## config.mk

```make
export PLATFORM = sky130hd
export DESIGN_NAME = counter_time_prog
export DESIGN_NICKNAME = d
export VERILOG_FILES = /design/src/rtl/counter_time_pkg.sv /design/src/rtl/counter_time_tick.sv /design/src/rtl/counter_time_prog.sv
export SDC_FILE = /design/constraint.sdc
export NUM_CORES = 1
export LEC_CHECK = 0
export CAP_MARGIN = 10
export CORE_AREA = 4 4 41 43
export DETAILED_ROUTE_END_ITERATION = 7
export DIE_AREA = 0 0 45 47
export GPL_TIMING_DRIVEN = 0
export PLACE_DENSITY = 0.6
export SYNTH_ARGS = -nofsm -noshare
export SYNTH_HDL_FRONTEND = slang
export SYNTH_SLANG_ARGS = --single-unit
```

## constraint.sdc

```tcl
create_clock -name clkt -period 3.9 [get_ports clkt]
set_input_delay 0.39 -clock clkt [delete_from_list [all_inputs] [get_ports clkt]]
set_output_delay 0.39 -clock clkt [all_outputs]
set_load 0.01 [all_outputs]
```

## src/rtl/counter_time_pkg.sv

```systemverilog
// Shared encodings for the programmable time counter: FSM states and
// the dir/mode input meanings.
package counter_time_pkg;

    typedef enum logic {
        COUNT = 1'b0,
        DONE  = 1'b1
    } state_t;

    localparam logic DIR_UP       = 1'b0;
    localparam logic DIR_DOWN     = 1'b1;
    localparam logic MODE_WRAP    = 1'b0;
    localparam logic MODE_ONESHOT = 1'b1;

endpackage

```

## src/rtl/counter_time_tick.sv

```systemverilog
// Prescaler for counter_time_prog: pulses tick on every PRESCALE-th
// enabled cycle and freezes while E is low.
module counter_time_tick #(
    parameter int PRESCALE = 1
) (
    input  logic clkt,
    input  logic R,
    input  logic E,
    input  logic clr,
    output logic tick
);

    localparam int            CW   = (PRESCALE > 1) ? $clog2(PRESCALE) : 1;
    localparam logic [CW-1:0] LAST = CW'(PRESCALE - 1);

    logic [CW-1:0] cnt;

    if (PRESCALE < 1) begin : g_bad_prescale
        $error("counter_time_tick: PRESCALE must be >= 1");
    end

    assign tick = E && (cnt == LAST);

    // NOTE: reset is synchronous, so it lives inside the clocked branch; state uses <= only.
    always_ff @(posedge clkt) begin
        if (R || clr) begin
            cnt <= '0;
        end else if (tick) begin
            cnt <= '0;
        end else if (E) begin
            cnt <= cnt + CW'(1);
        end
    end

endmodule

```

## src/rtl/counter_time_prog.sv

```systemverilog
// Programmable up/down time counter with wrap or one-shot terminal behaviour.
// Define COUNTER_TIME_LOAD_EN to enable the synchronous parallel load.
module counter_time_prog
    import counter_time_pkg::*;
#(
    parameter int WIDTH    = 4,
    parameter int MAX_VAL  = 9,
    parameter int PRESCALE = 1
) (
    input  logic             clkt,
    input  logic             R,
    input  logic             E,
    input  logic             dir,
    input  logic             mode,
    input  logic             load,
    input  logic [WIDTH-1:0] load_val,
    output logic [WIDTH-1:0] tempo,
    output logic             end_time,
    output logic             done
);

    localparam logic [WIDTH-1:0] MAX_T = WIDTH'(MAX_VAL);

    if (MAX_VAL < 1 || MAX_VAL >= 2 ** WIDTH) begin : g_bad_max
        $error("counter_time_prog: MAX_VAL must be in 1 .. 2**WIDTH-1");
    end

    state_t           state, state_next;
    logic [WIDTH-1:0] tempo_next;
    logic             end_next;
    logic             tick;
    logic             load_hit;

`ifdef COUNTER_TIME_LOAD_EN
    assign load_hit = load;
`else
    logic unused_load;
    assign load_hit    = 1'b0;
    assign unused_load = ^{load, load_val};
`endif

    counter_time_tick #(.PRESCALE(PRESCALE)) u_tick (
        .clkt (clkt),
        .R    (R),
        .E    (E),
        .clr  (load_hit),
        .tick (tick)
    );

    // NOTE: every output of this block gets a default first, so no path can infer a latch.
    always_comb begin
        state_next = state;
        tempo_next = tempo;
        end_next   = 1'b0;
        if (load_hit) begin
            tempo_next = (load_val > MAX_T) ? MAX_T : load_val;
            state_next = COUNT;
        end else if (state == DONE) begin
            if (mode == MODE_WRAP) begin
                state_next = COUNT;
            end
        end else if (tick) begin
            if (dir == DIR_UP) begin
                if (tempo == MAX_T) begin
                    end_next = 1'b1;
                    if (mode == MODE_WRAP) tempo_next = '0;
                    else                   state_next = DONE;
                end else begin
                    tempo_next = tempo + WIDTH'(1);
                end
            end else begin
                if (tempo == '0) begin
                    end_next = 1'b1;
                    if (mode == MODE_WRAP) tempo_next = MAX_T;
                    else                   state_next = DONE;
                end else begin
                    tempo_next = tempo - WIDTH'(1);
                end
            end
        end
    end

    always_ff @(posedge clkt) begin
        if (R) begin
            state    <= COUNT;
            tempo    <= '0;
            end_time <= 1'b0;
        end else begin
            state    <= state_next;
            tempo    <= tempo_next;
            end_time <= end_next;
        end
    end

    assign done = (state == DONE);

endmodule

```

==> impl_metrics.ini, run 1 <==
[power_and_ir_drop]
switching_share = 0.309
p_int_w = 0.000152
power_w = 0.000221
p_comb_frac = 0.330
vdd_ir_drop_max_uv = 190
seq_power_share = 0.361
p_per_area_mw_per_mm2 = 370
switchingPower_w = 0.0000681
p_leak_nw = 0.221
clkPwrFrac = 0.310

[place]
dp_hpwl_um = 689
dpl_cell_area_sq_um = 569
numPortBuffers = 9
gp_congestion = 0.747

[cts]
clk_path_buf_depth = 2
clkLatencyLatePin_ps = 250
cts_tree = done
cts_hold_buf = 0
clk_pin_slew_worst_paths_ps = 50
cts_root_buffer = clkbuf_4
htreeDepth = 1
cts_resized = 0
postCtsSetupBuffers = 0
cts_buffers = 3
cts_sinks = 7

[synth]
ys_types = 30
synthesis.area_sq_um = 460
muxShareOfSynthArea = 0.0571
synth_fa_ha_area_frac = 0
netlist.area_leader.share = 0.304
yosys_warnings = 0
synth.largest_area_cell = dfxtp_1
synthXorXnorAreaFrac = 0.0190
synth_top_family_by_area = simple AND/OR/NAND/NOR gates
synth_compound_area_frac = 0.245
synthSimpleGateAreaFrac = 0.315
syn-num-nets = 63
syn-instance-count = 53
ys_top_cells_by_area = dfxtp_1 30%, nor2b_1 5.4%, nor3b_1 4.9%
ys_seq_elements = 7
synth-seq-area-share = 0.304
syn_area_per_cell_sq_um = 8.69

[floorplan]
fp.dieW_um = 45
die_area_sq_mm = 0.00212
die_h_um = 47
rows = 13
start_util = 0.354
core_area_sq_mm = 0.00130
num_io_pins = 16

[sta]
maxSlewViolCount = 0
slew_headroom = 0.677
rsz0062_at_grt = false
max_freq_mhz = 472
finalSetupViolCount = 0
skew_ps = 2.20
period_share = 0.543
tns_ps = 0
tightest_slew_ps = 484
hold_viol = 0
period_minus_slack_ps = 2120

[finish]
diodes = 0
area_growth_pct = 29.3
fin_nets = 77
final_cell_mix = 9 x clkdlybuf4s50_1, 7 x dfxtp_1, 5 x clkbuf_1
final_area_sq_um = 596
nFillCells = 144
layout_commonest_cell = clkdlybuf4s50_1
drive_gt1_frac = 0.167

[worst_setup_path]
critPathMaxStageDelay_ps = 630
reg2reg_depth = 5
crit_fanout = 10
cp-end-kind = flip-flop
cp-start-kind = input pin
critPathRequiredTime_ps = 4040
cp_slowest_cell = clkdlybuf4s50_1
arrival_ps = 2260
crit_type = in -> reg
r2r_slack_ps = 2110
crit_chain = clkdlybuf4s50_1 -> or3b_1 -> a211oi_2 -> a21oi_2 -> mux2_4

[route]
drt-initial-drc-count = 5
routed_wl_um = 1030
drc = 0
vias = 423
viasPerCell = 5.22
routedWlPerCell_um = 12.8
firstDrtPassIters = 4
antenna_left = 0

[min_path]
min_path_cells = 2
hold_path.class = reg -> reg

[global_routing]
grt_max_degree = 11
track_usage = 0.124
grt_pass1_wl_um = 1790
gr-total-overflow = 0
grt_pass1_vias = 393
antenna_found_initial = 0

[status]
status = finished, final reports clean

[job]
max_cap_violations = 0
==> cells by family after synthesis <==
| logic type | count (synthesis) |
|---|---|
| XOR/XNOR | 1 |
| AO/OA/AOI/OAI | 15 |
| multiplexers | 2 |
| buffers and inverters | 7 |
| AND/OR/NAND/NOR | 21 |
| flip-flops | 7 |
==> synth_stat cells <==
library cell / number
a2111oi_0: 1
a211oi_1: 1
a211oi_2: 1
a21o_1: 1
a21oi_1: 4
a21oi_2: 1
a311oi_1: 1
a31o_2: 1
a31oi_1: 1
a32o_1: 1
and4bb_2: 1
buf_2: 1
clkbuf_1: 4
dfxtp_1: 7
inv_1: 2
mux2_2: 1
mux2_4: 1
nand2_1: 1
nand2b_1: 1
nand3b_1: 2
nor2_1: 4
nor2b_1: 4
nor3_1: 1
nor3b_1: 3
nor4b_2: 1
o21ai_0: 1
o221ai_1: 1
or2b_1: 1
or3b_1: 2
xor2_1: 1
==> through the flow <==
step | cells | hold slack, ps | worst slack [ps] | utilization
final | 81 | 462 | 1780 | 0.458
after global routing | 81 | 488 | 1710 | 0.458
after CTS | 81 | 462 | 1790 | 0.458
after detailed placement | 77 | 454 | 1520 | 0.438
after global placement | 77 | 442 | 1530 | 0.438
after floorplan | 53 | 431 | 2230 | -
==> routing by layer <==
| layer | part of all wire | wire length [um] | vias up | track usage |
|---|---|---|---|---|
| met2 | 0.45 | 467 | 9 | 0.178 |
| met5 | 0 | 0 | - | 0 |
| met1 | 0.48 | 499 | 191 | 0.149 |
| li1 | - | - | 221 | - |
| met3 | 0.055 | 57 | 2 | 0.0613 |
| met4 | 0.0077 | 8 | 0 | 0.0702 |
==> state kept, by name, summed over array words and instances (netlist names) <==
register    cells
u_tick.cnt      1
end_time        1
tempo           4
done            1
==> power groups by stage <==
stage,combinational [W],clock [W],sequential [W]
CTS,0.0000730,0.0000710,0.0000796
global route,0.0000802,0.0000768,0.0000805
detailed placement,0.0000726,0,0.0000811
finish,0.0000727,0.0000683,0.0000796
floorplan,0.0000459,0,0.0000840
global placement,0.0000724,0,0.0000811
==> critical path, delay by kind of cell <==
| kind | cells | cell delay, ps |
|---|---|---|
| buffers and inverters | 1 | 630 |
| AO/OA/AOI/OAI | 2 | 540 |
| AND/OR/NAND/NOR | 1 | 390 |
| multiplexers | 1 | 310 |
==> layout make-up <==
type	count	area (sq um)	area share
tap	15	18.8	0.0315
clock buffer	4	26.3	0.0441
sequential	7	140	0.235
multi-input combinational	39	293	0.492
timing repair buffer	9	90.1	0.151
buffer	5	20.0	0.0336
inverter	2	7.51	0.0126
==> final timing paths <==
kind / startpoint / to
worst min register to register: u_tick.cnt$_SDFFE_PP0P_ / u_tick.cnt$_SDFFE_PP0P_
worst min-delay path: u_tick.cnt$_SDFFE_PP0P_ / u_tick.cnt$_SDFFE_PP0P_
worst max-delay path: dir / tempo[0]$_SDFFE_PP0P_
worst max register to register: tempo[3]$_SDFFE_PP0P_ / tempo[0]$_SDFFE_PP0P_
Power figures use the tool's default switching activity.
==> run 2: changes to the inputs <==
--- a/config.mk
+++ b/config.mk
@@ -10,7 +10,7 @@
 export DETAILED_ROUTE_END_ITERATION = 7
 export DIE_AREA = 0 0 45 47
 export GPL_TIMING_DRIVEN = 0
-export PLACE_DENSITY = 0.6
+export PLACE_DENSITY = 0.62
 export SYNTH_ARGS = -nofsm -noshare
 export SYNTH_HDL_FRONTEND = slang
 export SYNTH_SLANG_ARGS = --single-unit
==> constraint.sdc (replaced) <==
create_clock -name clkt -period 1.8 [get_ports clkt]
set_input_delay 0.18 -clock clkt [delete_from_list [all_inputs] [get_ports clkt]]
set_output_delay 0.18 -clock clkt [all_outputs]
set_load 0.01 [all_outputs]
==> run 2 against run 1 <==
  * Worst hold slack worse by 120 ps
  * Worst setup slack worse by 1700 ps
  * Via count increased by 5.7%
  * Sequential share of layout area down 0.72 points
  * Power up 120%
  * Sequential power increased by 120%
  * Routed wire length about the same
  * Largest power group unchanged
==> impl_metrics.ini, run 2 (synthesis gave the netlist of run 1 again) <==
[finish]
top_register = tempo
drive_gt1_frac = 0.197
area_growth_pct = 33.4
layout_commonest_cell = clkdlybuf4s50_1
final_util = 0.472
fin_nets = 77
final_cell_mix = 8 x clkdlybuf4s50_1, 7 x dfxtp_1
nFillCells = 137
largest_register_ffs = 4
fin_cells = 81
final_area_sq_um = 614
diodes = 0

[global_routing]
track_usage = 0.109
grt_pass1_wl_um = 1680
antenna_found_initial = 0
grt_pass1_vias = 398
grt_max_degree = 11
gr-total-overflow = 0

[place]
dp_cells = 77
gp_congestion = 0.774
dp_hpwl_um = 675
numPortBuffers = 9
dpl_cell_area_sq_um = 569

[cts]
clkLatencyLatePin_ps = 250
clk_path_buf_depth = 2
cts_tree = done
htreeDepth = 1
clk_pin_slew_worst_paths_ps = 60
cts_sinks = 7
cts_buffers = 3
cts_hold_buf = 0
postCtsSetupBuffers = 0
cts_root_buffer = clkbuf_4

[worst_setup_path]
r2r_slack_ps = 70
crit_type = reg -> reg
crit_fanout = 10
r2r-end = tempo[0]$_SDFFE_PP0P_
cp-end-kind = flip-flop
regToRegStartpoint = tempo[3]$_SDFFE_PP0P_
reg2reg_depth = 5
arrival_ps = 1870
critPathRequiredTime_ps = 1940
cp-start-kind = flip-flop

[route]
routedWlPerCell_um = 12.7
routed_wl_um = 1030
wl_met2_um = 458
antenna_left = 0
met3WireLength_um = 72
drt-initial-drc-count = 2
drc = 0
viasPerCell = 5.52
met1_length_um = 494
firstDrtPassIters = 2
vias = 447
highest_layer = met4

[floorplan]
die_h_um = 47
die_area_sq_mm = 0.00212
core_area_sq_mm = 0.00130
start_util = 0.354
rows = 13
num_io_pins = 16
fp.dieW_um = 45

[sta]
skew_ps = 6.22
period_minus_slack_ps = 1730
slew_headroom = 0.631
rsz0062_at_grt = false
max_freq_mhz = 578
period_share = 0.962
hold_viol = 0
tightest_slew_ps = 554
finalSetupViolCount = 0
maxSlewViolCount = 0
holdWs_ps = 343

[min_path]
min_from = R
min_path_cells = 2
whs_endpoint = u_tick.cnt$_SDFFE_PP0P_
hold_path.class = in -> reg

[power_and_ir_drop]
switching_share = 0.307
p_leak_nw = 0.232
switchingPower_w = 0.000150
p_int_w = 0.000338
seq_power_share = 0.355
p_per_area_mw_per_mm2 = 794
p_comb_frac = 0.353
clkPwrFrac = 0.292
vdd_ir_drop_max_uv = 530

[status]
status = finished, final reports clean

[job]
max_cap_violations = 0
run 2: cell types whose count changed in the layout (fill, tap and decap cells not counted), sizes merged:
cell,before,now
dlygate4sd2,0,1
clkdlybuf4s50,9,8
run 2: final cells by class:
class	instances	area, sq um	area share
Multi-Input combinational cell	39	312	0.507
Sequential cell	7	140	0.228
Tap cell	15	18.8	0.0305
Buffer	5	21.3	0.0346
Timing Repair Buffer	9	88.8	0.145
Inverter	2	7.51	0.0122
Clock buffer	4	26.3	0.0428
run 2: timing repair:
item,in CTS,in global routing
endpoints found under the setup margin,3,4
cloned,0,0
pin swaps,0,2
resized for setup,2,4
run 2: worst max path at each step:
stage | end | from | depth (start not counted)
global route | tempo[2]$_SDFFE_PP0P_ | tempo[1]$_SDFFE_PP0P_ | 5
finish | tempo[0]$_SDFFE_PP0P_ | tempo[3]$_SDFFE_PP0P_ | 5
detailed placement | tempo[0]$_SDFFE_PP0P_ | dir | 5
floorplan | tempo[0]$_SDFFE_PP0P_ | tempo[3]$_SDFFE_PP0P_ | 5
CTS | tempo[0]$_SDFFE_PP0P_ | tempo[3]$_SDFFE_PP0P_ | 5
global placement | tempo[0]$_SDFFE_PP0P_ | dir | 5
run 2: worst max-delay path, stage by stage (launching register included):
cell and delay (ps):
dfxtp_1 300, buf_2 160, or3b_4 390, a211oi_4 310, a21oi_2 140, mux2_4 310
run 2: layer usage:
metal,vias up,GRT usage
met4,0,0.0292
met1,213,0.137
li1,221,-
met5,-,0
met3,2,0.0575
met2,11,0.164
run 2: power groups by stage:
stage / Combinational (W) / Clock, W / Sequential (W)
finish: 0.000172 / 0.000143 / 0.000173
global route: 0.000186 / 0.000160 / 0.000175
CTS: 0.000163 / 0.000147 / 0.000173
detailed placement: 0.000155 / 0 / 0.000176
global placement: 0.000156 / 0 / 0.000176
floorplan: 0.0000995 / 0 / 0.000182
run 2: stage by stage:
stage	power (W)	TNS, ps	worst slack [ps]
after floorplan	0.000282	0	129
after global placement	0.000332	-1230	-356
after detailed placement	0.000332	-1200	-351
after CTS	0.000483	0	20.9
after global routing	0.000520	0	1.86
final	0.000488	0	68.4
==> run 3: changes to the inputs <==
--- a/config.mk
+++ b/config.mk
@@ -5,7 +5,6 @@
 export SDC_FILE = /design/constraint.sdc
 export NUM_CORES = 1
 export LEC_CHECK = 0
-export CAP_MARGIN = 10
 export CORE_AREA = 4 4 41 43
 export DETAILED_ROUTE_END_ITERATION = 7
 export DIE_AREA = 0 0 45 47
==> results of run 3 <==
Final layout, timing and power as in run 2 (identical DEF).
